==> src/rtl/pdm_cic_decimator_if.sv <==
// Purpose : PDM microphone input / PCM sample output bundle of the CIC decimator.
// Latency : n/a (wires only).
// Backpr. : none; samples are strobed with sample_valid and never stalled.
//
// Signals:
//   pdm_clk_en   PDM bit clock as a level; a rising edge marks a valid bit
//   pdm_data     PDM bit
//   pdm_clk      generated microphone clock (tied low unless generated)
//   sample_out   signed decimated PCM sample, holds between updates
//   sample_valid one-clock strobe when sample_out updates
// master = microphone / sample consumer side, slave = the decimator.
interface pdm_cic_decimator_if #(
    parameter int OUT_WIDTH = 16
);
    logic                        pdm_clk_en;
    logic                        pdm_data;
    logic                        pdm_clk;
    logic signed [OUT_WIDTH-1:0] sample_out;
    logic                        sample_valid;

    modport master (
        output pdm_clk_en,
        output pdm_data,
        input  pdm_clk,
        input  sample_out,
        input  sample_valid
    );

    modport slave (
        input  pdm_clk_en,
        input  pdm_data,
        output pdm_clk,
        output sample_out,
        output sample_valid
    );
endinterface

==> src/rtl/pdm_cic_decimator.sv <==
// Purpose : N-stage CIC decimator turning a 1-bit PDM stream into signed PCM samples.
// Latency : sample_valid rises N_STAGES+2 clk after the decimating bit strobe.
// Backpr. : none; one-cycle sample_valid strobe, sample_out holds until next update.
//
// Ports:
//   clk, rst_n  system clock, asynchronous active-low reset
//   bus (slave) pdm_clk_en / pdm_data in, pdm_clk / sample_out / sample_valid out
// Optional feature macro: PDM_CLK_GEN_EN -- when defined, pdm_clk is generated
// internally (period 2*CLK_DIV clk), bits are taken on its rising edge and
// pdm_clk_en is ignored. When undefined, pdm_clk is tied low and bits are taken
// on the synchronised rising edge of pdm_clk_en.
module pdm_cic_decimator #(
    parameter int N_STAGES  = 4,
    parameter int DECIM     = 64,
    parameter int OUT_WIDTH = 16,
    parameter int CLK_DIV   = 16
) (
    input  logic               clk,
    input  logic               rst_n,
    pdm_cic_decimator_if.slave bus
);
    localparam int LOG2D     = $clog2(DECIM);
    localparam int ACC_WIDTH = N_STAGES * LOG2D + 2;
    // Right shift bringing full scale (2^(N*log2 D)) to 2^(OUT_WIDTH-1);
    // split into left/right parts so small configurations still elaborate.
    localparam int SHIFT     = N_STAGES * LOG2D + 1 - OUT_WIDTH;
    localparam int RSH       = (SHIFT > 0) ? SHIFT : 0;
    localparam int LSH       = (SHIFT < 0) ? -SHIFT : 0;
    localparam int EXT_W     = ACC_WIDTH + OUT_WIDTH;

    localparam logic signed [EXT_W-1:0] SAT_MAX =
        {{(EXT_W-OUT_WIDTH+1){1'b0}}, {(OUT_WIDTH-1){1'b1}}};
    localparam logic signed [EXT_W-1:0] SAT_MIN =
        {{(EXT_W-OUT_WIDTH+1){1'b1}}, {(OUT_WIDTH-1){1'b0}}};

    if (N_STAGES < 1 || N_STAGES > 6 || DECIM < 8 || DECIM > 256 ||
        (DECIM & (DECIM - 1)) != 0 || CLK_DIV < 1) begin : g_param_check
        $error("pdm_cic_decimator: illegal parameter set");
    end

    typedef logic signed [ACC_WIDTH-1:0] acc_t;
    typedef enum logic [1:0] {ST_IDLE, ST_COMB, ST_OUT} state_t;

    acc_t                  integ_q    [N_STAGES];
    acc_t                  integ_d    [N_STAGES];
    acc_t                  comb_dly_q [N_STAGES];
    acc_t                  comb_dly_d [N_STAGES];
    acc_t                  comb_val_q, comb_val_d;
    logic [LOG2D-1:0]      dec_cnt_q, dec_cnt_d;
    logic [2:0]            settle_q, settle_d;
    logic [2:0]            stg_q, stg_d;
    state_t                state_q, state_d;
    logic signed [OUT_WIDTH-1:0] sample_out_q, sample_out_d;
    logic                  sample_valid_q, sample_valid_d;

`ifdef PDM_CLK_GEN_EN
    localparam int DIV_W = $clog2(CLK_DIV + 1);
    logic [DIV_W-1:0]      div_cnt_q, div_cnt_d;
    logic                  pdm_clk_q, pdm_clk_d;
`else
    // [0],[1] form the 2-FF synchroniser, [2] is the previous level for edge detect
    logic [2:0]            sync_q, sync_d;
    // pdm_data follows the same two flops so it stays aligned with bit_stb
    logic [1:0]            dsync_q, dsync_d;
`endif

    logic                  bit_stb;
    logic                  bit_dat;
    logic                  dec_stb;
    acc_t                  x_in;
    logic signed [EXT_W-1:0] ext;

    always_comb begin
        integ_d        = integ_q;
        comb_dly_d     = comb_dly_q;
        comb_val_d     = comb_val_q;
        dec_cnt_d      = dec_cnt_q;
        settle_d       = settle_q;
        stg_d          = stg_q;
        state_d        = state_q;
        sample_out_d   = sample_out_q;
        sample_valid_d = 1'b0;
        dec_stb        = 1'b0;
        ext            = '0;

`ifdef PDM_CLK_GEN_EN
        div_cnt_d = div_cnt_q + 1'b1;
        pdm_clk_d = pdm_clk_q;
        if (div_cnt_q == DIV_W'(CLK_DIV - 1)) begin
            div_cnt_d = '0;
            pdm_clk_d = ~pdm_clk_q;
        end
        bit_stb = (div_cnt_q == DIV_W'(CLK_DIV - 1)) && !pdm_clk_q;
        bit_dat = bus.pdm_data;
`else
        sync_d  = {sync_q[1], sync_q[0], bus.pdm_clk_en};
        dsync_d = {dsync_q[0], bus.pdm_data};
        bit_stb = sync_q[1] & ~sync_q[2];
        bit_dat = dsync_q[1];
`endif

        x_in = bit_dat ? acc_t'(1) : {ACC_WIDTH{1'b1}};

        // Integrator chain: each stage adds the registered value of the one
        // before it; wrap-around is intended.
        if (bit_stb) begin
            integ_d[0] = integ_q[0] + x_in;
            for (int k = 1; k < N_STAGES; k++) begin
                integ_d[k] = integ_q[k] + integ_q[k-1];
            end
            dec_cnt_d = dec_cnt_q + 1'b1;
            dec_stb   = (dec_cnt_q == {LOG2D{1'b1}});
        end

        case (state_q)
            ST_IDLE: begin
                if (dec_stb) begin
                    comb_val_d = integ_q[N_STAGES-1];
                    stg_d      = '0;
                    state_d    = ST_COMB;
                end
            end
            ST_COMB: begin
                // One comb stage per clk, selected by stg_q
                for (int k = 0; k < N_STAGES; k++) begin
                    if (stg_q == 3'(k)) begin
                        comb_val_d    = comb_val_q - comb_dly_q[k];
                        comb_dly_d[k] = comb_val_q;
                    end
                end
                if (stg_q == 3'(N_STAGES - 1)) begin
                    state_d = ST_OUT;
                end else begin
                    stg_d = stg_q + 1'b1;
                end
            end
            ST_OUT: begin
                state_d = ST_IDLE;
                ext = {{(EXT_W-ACC_WIDTH){comb_val_q[ACC_WIDTH-1]}}, comb_val_q};
                ext = ext <<< LSH;
                ext = ext >>> RSH;
                // The first N_STAGES results still carry start-up transient
                if (settle_q == 3'(N_STAGES)) begin
                    sample_valid_d = 1'b1;
                    if (ext > SAT_MAX) begin
                        sample_out_d = SAT_MAX[OUT_WIDTH-1:0];
                    end else if (ext < SAT_MIN) begin
                        sample_out_d = SAT_MIN[OUT_WIDTH-1:0];
                    end else begin
                        sample_out_d = ext[OUT_WIDTH-1:0];
                    end
                end else begin
                    settle_d = settle_q + 1'b1;
                end
            end
            default: state_d = ST_IDLE;
        endcase
    end

    always_ff @(posedge clk or negedge rst_n) begin
        if (!rst_n) begin
            for (int k = 0; k < N_STAGES; k++) begin
                integ_q[k]    <= '0;
                comb_dly_q[k] <= '0;
            end
            comb_val_q     <= '0;
            dec_cnt_q      <= '0;
            settle_q       <= '0;
            stg_q          <= '0;
            state_q        <= ST_IDLE;
            sample_out_q   <= '0;
            sample_valid_q <= 1'b0;
`ifdef PDM_CLK_GEN_EN
            div_cnt_q      <= '0;
            pdm_clk_q      <= 1'b0;
`else
            sync_q         <= '0;
            dsync_q        <= '0;
`endif
        end else begin
            integ_q        <= integ_d;
            comb_dly_q     <= comb_dly_d;
            comb_val_q     <= comb_val_d;
            dec_cnt_q      <= dec_cnt_d;
            settle_q       <= settle_d;
            stg_q          <= stg_d;
            state_q        <= state_d;
            sample_out_q   <= sample_out_d;
            sample_valid_q <= sample_valid_d;
`ifdef PDM_CLK_GEN_EN
            div_cnt_q      <= div_cnt_d;
            pdm_clk_q      <= pdm_clk_d;
`else
            sync_q         <= sync_d;
            dsync_q        <= dsync_d;
`endif
        end
    end

    assign bus.sample_out   = sample_out_q;
    assign bus.sample_valid = sample_valid_q;
`ifdef PDM_CLK_GEN_EN
    assign bus.pdm_clk      = pdm_clk_q;
`else
    assign bus.pdm_clk      = 1'b0;
`endif
endmodule

==> src/flat_wrapper.sv <==
// flat-port wrapper written by rule: the top's interface ports become plain ports
module pdm_cic_decimator_flat 
#(
    parameter int N_STAGES  = 4,
    parameter int DECIM     = 64,
    parameter int OUT_WIDTH = 16,
    parameter int CLK_DIV   = 16
)
  (clk, rst_n, bus_pdm_clk_en, bus_pdm_data, bus_pdm_clk, bus_sample_out, bus_sample_valid);
  pdm_cic_decimator_if #(.OUT_WIDTH(OUT_WIDTH)) bus_i ();
  input  logic clk;
  input  logic rst_n;
  input wire logic [$bits(bus_i.pdm_clk_en)-1:0] bus_pdm_clk_en;
  input wire logic [$bits(bus_i.pdm_data)-1:0] bus_pdm_data;
  output wire logic [$bits(bus_i.pdm_clk)-1:0] bus_pdm_clk;
  output wire logic [$bits(bus_i.sample_out)-1:0] bus_sample_out;
  output wire logic [$bits(bus_i.sample_valid)-1:0] bus_sample_valid;
  assign bus_i.pdm_clk_en = bus_pdm_clk_en;
  assign bus_i.pdm_data = bus_pdm_data;
  assign bus_pdm_clk = bus_i.pdm_clk;
  assign bus_sample_out = bus_i.sample_out;
  assign bus_sample_valid = bus_i.sample_valid;
  pdm_cic_decimator #(.N_STAGES(N_STAGES), .DECIM(DECIM), .OUT_WIDTH(OUT_WIDTH), .CLK_DIV(CLK_DIV)) u_core (.clk(clk), .rst_n(rst_n), .bus(bus_i));
endmodule
==> config.mk <==
export PLATFORM = sky130hd
export DESIGN_NAME = pdm_cic_decimator_flat
export DESIGN_NICKNAME = d
export VERILOG_FILES = /design/src/rtl/pdm_cic_decimator_if.sv /design/src/rtl/pdm_cic_decimator.sv /design/src/flat_wrapper.sv
export SDC_FILE = /design/constraint.sdc
export NUM_CORES = 1
export LEC_CHECK = 0
export ABC_AREA = 1
export CAP_MARGIN = 40
export CORE_UTILIZATION = 55
export CTS_CLUSTER_DIAMETER = 150
export CTS_CLUSTER_SIZE = 30
export DETAILED_ROUTE_END_ITERATION = 8
export PLACE_DENSITY = 0.73
export SLEW_MARGIN = 5
export SYNTH_ARGS = -nofsm -noshare
export SYNTH_HDL_FRONTEND = slang
export SYNTH_SLANG_ARGS = --single-unit
==> constraint.sdc <==
create_clock -name clk -period 6.6 [get_ports clk]
set_input_delay 0.99 -clock clk [delete_from_list [all_inputs] [get_ports clk]]
set_output_delay 0.99 -clock clk [all_outputs]
set_load 0.02 [all_outputs]
==> results of run 1 <==
-- worst max-delay path by stage --
stage,depth (start not counted),end,startpoint
4_1_cts,21,u_core.comb_val_q[18]$_DFFE_PN0P_,u_core.stg_q[0]$_DFFE_PN0P_
2_1_floorplan,18,u_core.comb_val_q[4]$_DFFE_PN0P_,u_core.stg_q[0]$_DFFE_PN0P_
3_3_place_gp,21,u_core.comb_val_q[18]$_DFFE_PN0P_,u_core.stg_q[0]$_DFFE_PN0P_
3_5_place_dp,21,u_core.comb_val_q[18]$_DFFE_PN0P_,u_core.stg_q[0]$_DFFE_PN0P_
6_report,21,u_core.comb_val_q[18]$_DFFE_PN0P_,u_core.stg_q[0]$_DFFE_PN0P_
5_1_grt,21,u_core.comb_val_q[18]$_DFFE_PN0P_,u_core.stg_q[0]$_DFFE_PN0P_
-- placed cells by master (no fill, tap or decap), drive strengths merged, types with 20 or more instances in the layout --
cell    netlist  routed
xor2         20      20
a21oi       160     160
nand4        49      49
dfrtp       270     270
o21ai       249     249
nand3       194     194
ha          132     132
nor2        210     210
nand2       932     932
o211ai       32      32
xnor2        36      36
inv         355     354
-- where the power goes --
group	leakage [nW]	switching (mW)	total (mW)	internal, mW
Clock	0.160	0.533	0.891	0.358
Sequential	3.57	0.483	2.46	1.98
Combinational	6.60	2.95	4.65	1.70
Total	10.3	3.96	8.00	4.03
-- registers in the layout, indices dropped and copies added (netlist names), 3 cells and up --
name / cells
u_core.bus.sample_out: 16
u_core.settle_q: 3
u_core.integ_q: 104
u_core.comb_dly_q: 104
u_core.comb_val_q: 26
u_core.dec_cnt_q: 6
u_core.stg_q: 3
u_core.sync_q: 3
-- layout make-up --
| class | count | area share [%] |
|---|---|---|
| multi-input combinational | 2108 | 53.5 |
| sequential | 270 | 33.6 |
| inverter | 355 | 6.64 |
| tap | 448 | 2.79 |
| timing repair buffer | 34 | 1.81 |
| clock buffer | 13 | 1.62 |
-- cells by family after synthesis --
family          Yosys count
simple gates           1430
compound gates          484
buf+inv                 425
flops                   270
fa+ha+maj               137
xor+xnor                 56
other cells               1
-- metal layers --
layer | GRT usage (%) | up-vias
met5 | 0 | -
met4 | 9.03 | 0
met3 | 2.61 | 89
met2 | 51.6 | 519
met1 | 40.6 | 8406
li1 | - | 9023
==> flow_metrics.py, run 1 <==
metrics = {
    "grt": {
        "grt_first_pass_wirelength_um": 87300,
        "grt_antenna_before_repair": 0,
        "grt.overflow.total": 0,
        "globalRouteTotalUtil_pct": 30.2,
        "vias_in_the_first_global_route": 17200,
        "grt_max_degree": 94,
    },
    "setup_path": {
        "critical_path.most_common_cell": "nand2_1",
        "worst_path_max_delay_cell": "nor2_4",
        "worstPathMaxFanout": 28,
        "worstRegToRegCells": 21,
        "worst_r2r_startpoint": "u_core.stg_q[0]$_DFFE_PN0P_",
        "critical_path.reg2reg.endpoint": "u_core.comb_val_q[18]$_DFFE_PN0P_",
        "cp_data_required_time_ns": 7.01,
        "critical_path.n_buffers_inverters": 2,
        "arrival_ns": 4.22,
        "setup.worst_path.start_class": "flip-flop",
        "critical_path.endpoint_type": "flip-flop",
        "crit_path_cell_trace": "ha_1 > ha_1 > buf_4 > nor2_4 > o21ai_0 > o211ai_1 > ha_1 > inv_1 > fa_1 > nand2_1 > nand3_1 > nand3_1 > nand2_1 > nand2_1 > nand2_1 > nand2_1 > nand2_1 > nand2_1 > nand3_1 > nand2_1 > nand2_1",
        "setup.reg_to_reg.worst_slack_ns": 2.80,
        "cpPeakStageDelay_ns": 0.58,
        "timing_worst_setup_path_type": "flip-flop to flip-flop",
        "worst_path_dominant_cell_family": "simple AND/OR/NAND/NOR gates",
    },
    "outcome": {
        "run_status": "finished clean",
    },
    "floorplanning": {
        "fp.dieArea_mm2": 0.0356,
        "number_of_ports_placed_on_the_die_boundary": 22,
        "die_h_um": 189,
        "row_count": 67,
        "initial_util_pct": 56.6,
        "core_area_mm2": 0.0339,
        "die_w_um": 189,
    },
    "clock_tree": {
        "clockBufferDepth": 3,
        "h-tree-depth": 1,
        "cts-buffers-inserted": 12,
        "post-cts-setup-buffers": 0,
        "path_clk_slew_ns": 0.13,
        "clock_sinks": 270,
        "cts_tree": "done",
        "clock_insertion_delay_worst_skew_ns": 0.51,
        "cts_root_buffer": "clkbuf_16",
        "cts_resized": 0,
        "cts_hold_repair.buffers": 0,
    },
    "yosys": {
        "netlist_instances": 2803,
        "synth.area.mux_share_pct": 0,
        "post_synth_and_or_nand_nor_area_fraction_pct": 30.8,
        "syn-mean-instance-area_um2": 6.84,
        "netlist.area_leader.share_pct": 35.3,
        "asyncSetResetFlopFracSynth_pct": 100,
        "post_synth_adder_cell_area_pct": 9.14,
        "synth_edf_count": 0,
        "synth.net_count": 2944,
        "synth_top_cells_by_count": "931 x nand2_1, 345 x inv_1, 270 x dfrtp_1, 225 x o21ai_0, 204 x nor2_1",
        "ys_seq_elements": 270,
        "synth-xor-area-share_pct": 2.56,
        "synth.cell_area_mm2": 0.0192,
        "synth.area.top_cells": "dfrtp_1 35%, nand2_1 18%, ha_1 8.6%",
        "share_of_the_synthesized_area_in_compound_gates_ao_oa_aoi_oai_pct": 13.6,
        "synthDistinctLibCells": 42,
        "netlist.top_cell.by_area": "dfrtp_1",
        "combinational_family_with_the_most_area_after_synthesis": "simple AND/OR/NAND/NOR gates",
        "synth_sequential_area_ratio_pct": 35.3,
        "post-synth-top-count-cell": "nand2_1",
        "synth.yosys.warnings": 0,
        "synth_top_flop_cell": "dfrtp_1",
    },
    "sta": {
        "timing.final.setup_violations": 0,
        "unrepaired_setup_endpoints_after_global_routing": "no",
        "maxSlewViolCount": 0,
        "final_critical_path_setup_slack_ns": 2.80,
        "timing.hold.ws_ns": 0.358,
        "max_freq_mhz": 263,
        "skew_ns": 0.0222,
        "worstMarginPinSlew_ns": 0.870,
        "part_of_the_cycle_the_worst_path_needs_pct": 57.6,
        "period_minus_slack_ns": 3.80,
        "hold_viol": 0,
        "timing.slew.headroom_pct": 41.9,
        "setup_tns_ns": 0,
    },
    "place": {
        "placed_instance_count": 3215,
        "dpl-instance-area_mm2": 0.0198,
        "detailed_placement_hpwl_um": 40700,
        "gp_routability_congestion": 0.978,
        "portBuffers": 20,
        "dp_worst_slack_ns": 2.86,
    },
    "power_and_ir_drop": {
        "power.total_mw": 8.00,
        "power-per-cell-area_mw_per_mm2": 398,
        "vdd_ir_drop_max_mv": 0.267,
        "power.leakage_nw": 10.3,
    },
    "route": {
        "met1_length_um": 23300,
        "dr.max_layer_used": "met4",
        "totalWireLength_um": 52700,
        "drt-wirelength-per-cell_um": 16.3,
        "met3_wirelength_um": 2760,
        "avgViaCountPerCell": 5.59,
        "firstDrtPassIters": 8,
        "wl_met2_um": 25000,
        "route.detailed.drc": 0,
        "num_vias": 18000,
        "drt_iter0_markers": 1622,
        "detail-route-antenna-nets": 0,
    },
    "layout": {
        "fillers": 3259,
        "num_antenna_cells": 0,
        "final_util_pct": 59.4,
        "syn2layout_area_growth_pct": 4.90,
        "layout.cells.non_filler": 3228,
        "ff_latch_area_mm2": 0.00676,
        "multi_input_logic_area_mm2": 0.0108,
        "nNetsFinal": 2922,
        "layout.cell_area.non_filler_mm2": 0.0201,
        "drive_gt1_share_pct": 2.09,
    },
    "run": {
        "drv.max_cap_violation_count": 0,
    },
    "min_path": {
        "min_path_cells": 0,
        "hold_path.startpoint": "u_core.sync_q[0]$_DFF_PN0_",
        "hold_path_class": "flip-flop to flip-flop",
        "timing.hold.worst_endpoint": "u_core.sync_q[1]$_DFF_PN0_",
    },
}
No activity file was read; power rests on OpenSTA's default activity.
==> run 2, diff against run 1 <==
Settings changed: PLACE_DENSITY 0.73 to 0.76.
Clock period 6.6 ns to 3.09 ns, I/O delays scaled along.
==> run 2 against run 1 <==
Final area increased by 5.0%. Hold slack better by 0.014 ns. Count of clock-buffer cells in the layout did not move. Register-to-register slack lost 2.7 ns. Clock skew increased by 0.0095 ns. Non-clock buffer count up 42. Die area unchanged. Sequential share of layout area is 1.6 points lower. Final cell count up 1.4%. Critical path type unchanged. Largest power group unchanged.
==> flow_metrics.py, run 2 (synthesized netlist as in run 1, its figures left out) <==
metrics = {
    "setup_path": {
        "worst_r2r_startpoint": "u_core.stg_q[1]$_DFFE_PN0P_",
        "worstPathMaxFanout": 6,
        "start_point_of_the_critical_path": "u_core.stg_q[1]$_DFFE_PN0P_",
        "worst_path_max_delay_cell": "dfrtp_1",
        "timing_worst_setup_path_type": "flip-flop to flip-flop",
        "arrival_ns": 3.42,
        "crit_path_cell_trace": "ha_2 > ha_4 > nor2_4 > buf_12 > o21ai_0 > o211ai_1 > inv_1 > ha_1 > nand2_4 > inv_2 > nand2_2 > nand2_2 > buf_4 > buf_4 > nand2_1 > nand2_1 > nand2_2 > nand3_1 > nand2_1 > nand3_1 > nand2_1 > nand2_1",
        "setup.reg_to_reg.worst_slack_ns": 0.09,
        "setup.worst_path.start_class": "flip-flop",
        "critical_path.reg2reg.endpoint": "u_core.comb_val_q[19]$_DFFE_PN0P_",
        "critical_path.n_buffers_inverters": 5,
        "cp_data_required_time_ns": 3.51,
        "critical_path.most_common_cell": "nand2_1",
        "cpPeakStageDelay_ns": 0.42,
        "worst_path_dominant_cell_family": "simple AND/OR/NAND/NOR gates",
        "worstRegToRegCells": 22,
        "critical_path.endpoint_type": "flip-flop",
    },
    "clock_tree": {
        "clock_sinks": 270,
        "clock_insertion_delay_worst_skew_ns": 0.52,
        "cts_root_buffer": "clkbuf_16",
        "clockBufferDepth": 3,
        "h-tree-depth": 1,
        "path_clk_slew_ns": 0.13,
        "cts-buffers-inserted": 13,
        "cts_tree": "done",
    },
    "layout": {
        "layout.cells.most_common": "nand2_1",
        "num_antenna_cells": 0,
        "syn2layout_area_growth_pct": 10.2,
        "layout.cells.non_filler": 3274,
        "fillers": 3145,
        "ff_latch_area_mm2": 0.00676,
        "multi_input_logic_area_mm2": 0.0113,
        "drive_gt1_share_pct": 7.36,
        "reg.largest.list": "u_core.comb_dly_q x104, u_core.integ_q x104, u_core.comb_val_q x26",
        "nNetsFinal": 2965,
        "layout_common_cells": "895 x nand2_1, 340 x inv_1, 270 x dfrtp_1",
    },
    "power_and_ir_drop": {
        "power.leakage_nw": 10.7,
        "power.total_mw": 17.1,
        "power-per-cell-area_mw_per_mm2": 808,
        "vdd_ir_drop_max_mv": 0.558,
    },
    "route": {
        "route.detailed.drc": 0,
        "firstDrtPassIters": 6,
        "num_vias": 18500,
        "totalWireLength_um": 54600,
        "drt-wirelength-per-cell_um": 16.7,
        "drt_iter0_markers": 1453,
        "avgViaCountPerCell": 5.64,
        "detail-route-antenna-nets": 0,
    },
    "sta": {
        "timing.final.setup_violations": 0,
        "setup_tns_ns": 0,
        "skew_ns": 0.0317,
        "timing.slew.headroom_pct": 59.8,
        "hold_viol": 0,
        "part_of_the_cycle_the_worst_path_needs_pct": 96.9,
        "unrepaired_setup_endpoints_after_global_routing": "yes",
        "worstMarginPinSlew_ns": 0.603,
        "period_minus_slack_ns": 3.00,
        "final_critical_path_setup_slack_ns": 0.0946,
        "max_freq_mhz": 334,
        "maxSlewViolCount": 0,
    },
    "floorplanning": {
        "die_w_um": 189,
        "die_h_um": 189,
        "initial_util_pct": 56.6,
        "number_of_ports_placed_on_the_die_boundary": 22,
        "core_area_mm2": 0.0339,
        "fp.dieArea_mm2": 0.0356,
        "row_count": 67,
    },
    "place": {
        "detailed_placement_hpwl_um": 40900,
        "dp_worst_slack_ns": -0.0357,
        "placed_instance_count": 3242,
        "portBuffers": 20,
        "gp_routability_congestion": 0.996,
    },
    "min_path": {
        "hold_path.startpoint": "u_core.dsync_q[0]$_DFF_PN0_",
        "timing.hold.worst_endpoint": "u_core.dsync_q[1]$_DFF_PN0_",
        "min_path_cells": 0,
        "hold_path_class": "flip-flop to flip-flop",
    },
    "grt": {
        "grt_antenna_before_repair": 0,
        "vias_in_the_first_global_route": 17600,
        "grt_max_degree": 85,
        "grt_first_pass_wirelength_um": 87600,
        "grt.overflow.total": 0,
        "globalRouteTotalUtil_pct": 30.2,
    },
    "run": {
        "drv.max_cap_violation_count": 0,
    },
    "outcome": {
        "run_status": "finished clean",
    },
}
## run 2: through the flow
stage	hold WS [ns]	util, %	area (µm²)
2_1_floorplan	0.168	-	19200
3_3_place_gp	0.333	59.0	20000
3_5_place_dp	0.338	59.1	20000
4_1_cts	0.374	60.2	20400
5_1_grt	0.386	62.3	21100
6_report	0.372	62.3	21100
## run 2: repair_timing
item	in CTS	in global routing
hold buffers	1	0
endpoints found under the hold margin	68	0
pin swaps	1	28
buffers inserted	0	11
setup endpoints to repair	8	22
cloned	0	3
resized for setup	3	134
## run 2: worst register-to-register path, delay by kind of cell (launching register included)
kind | cells | cell delay [ns]
simple gates | 12 | 0.89
buf+inv | 5 | 0.56
flops | 1 | 0.42
fa+ha+maj | 3 | 0.75
compound gates | 2 | 0.30
## run 2: power breakdown
| group | leakage [nW] | switching, mW | internal, mW |
|---|---|---|---|
| Combinational | 6.91 | 6.27 | 3.63 |
| Clock | 0.180 | 1.20 | 0.798 |
| Sequential | 3.57 | 0.922 | 4.23 |
| Total | 10.7 | 8.40 | 8.65 |
## run 2: cell type report
| cell class | count | share of cell area, % |
|---|---|---|
| inverters | 355 | 6.33 |
| flip-flops and latches | 270 | 32.0 |
| well taps | 448 | 2.65 |
| repair buffers | 76 | 3.72 |
| clock inverters | 4 | 0.184 |
| clock buffers | 13 | 1.54 |
| multi-input cells | 2108 | 53.6 |
## run 2: how the worst max path moves through the flow
stage / to / slack, ns / cells after the start
global route: u_core.comb_val_q[19]$_DFFE_PN0P_ / -0.06 / 23
CTS: u_core.comb_val_q[15]$_DFFE_PN0P_ / 0.003 / 17
finish: u_core.comb_val_q[19]$_DFFE_PN0P_ / 0.09 / 22
floorplan: u_core.comb_val_q[4]$_DFFE_PN0P_ / 0.02 / 18
detailed placement: u_core.comb_val_q[25]$_DFFE_PN0P_ / -0.04 / 17
global placement: u_core.comb_val_q[17]$_DFFE_PN0P_ / 0.01 / 17
## run 2: routing by layer
layer	GRT usage, %	up-vias	wire length (µm)
li1	-	9110	-
met3	2.83	133	2510
met5	0	-	0
met4	10.1	0	1890
met2	53.9	567	26800
met1	38.3	8659	23400
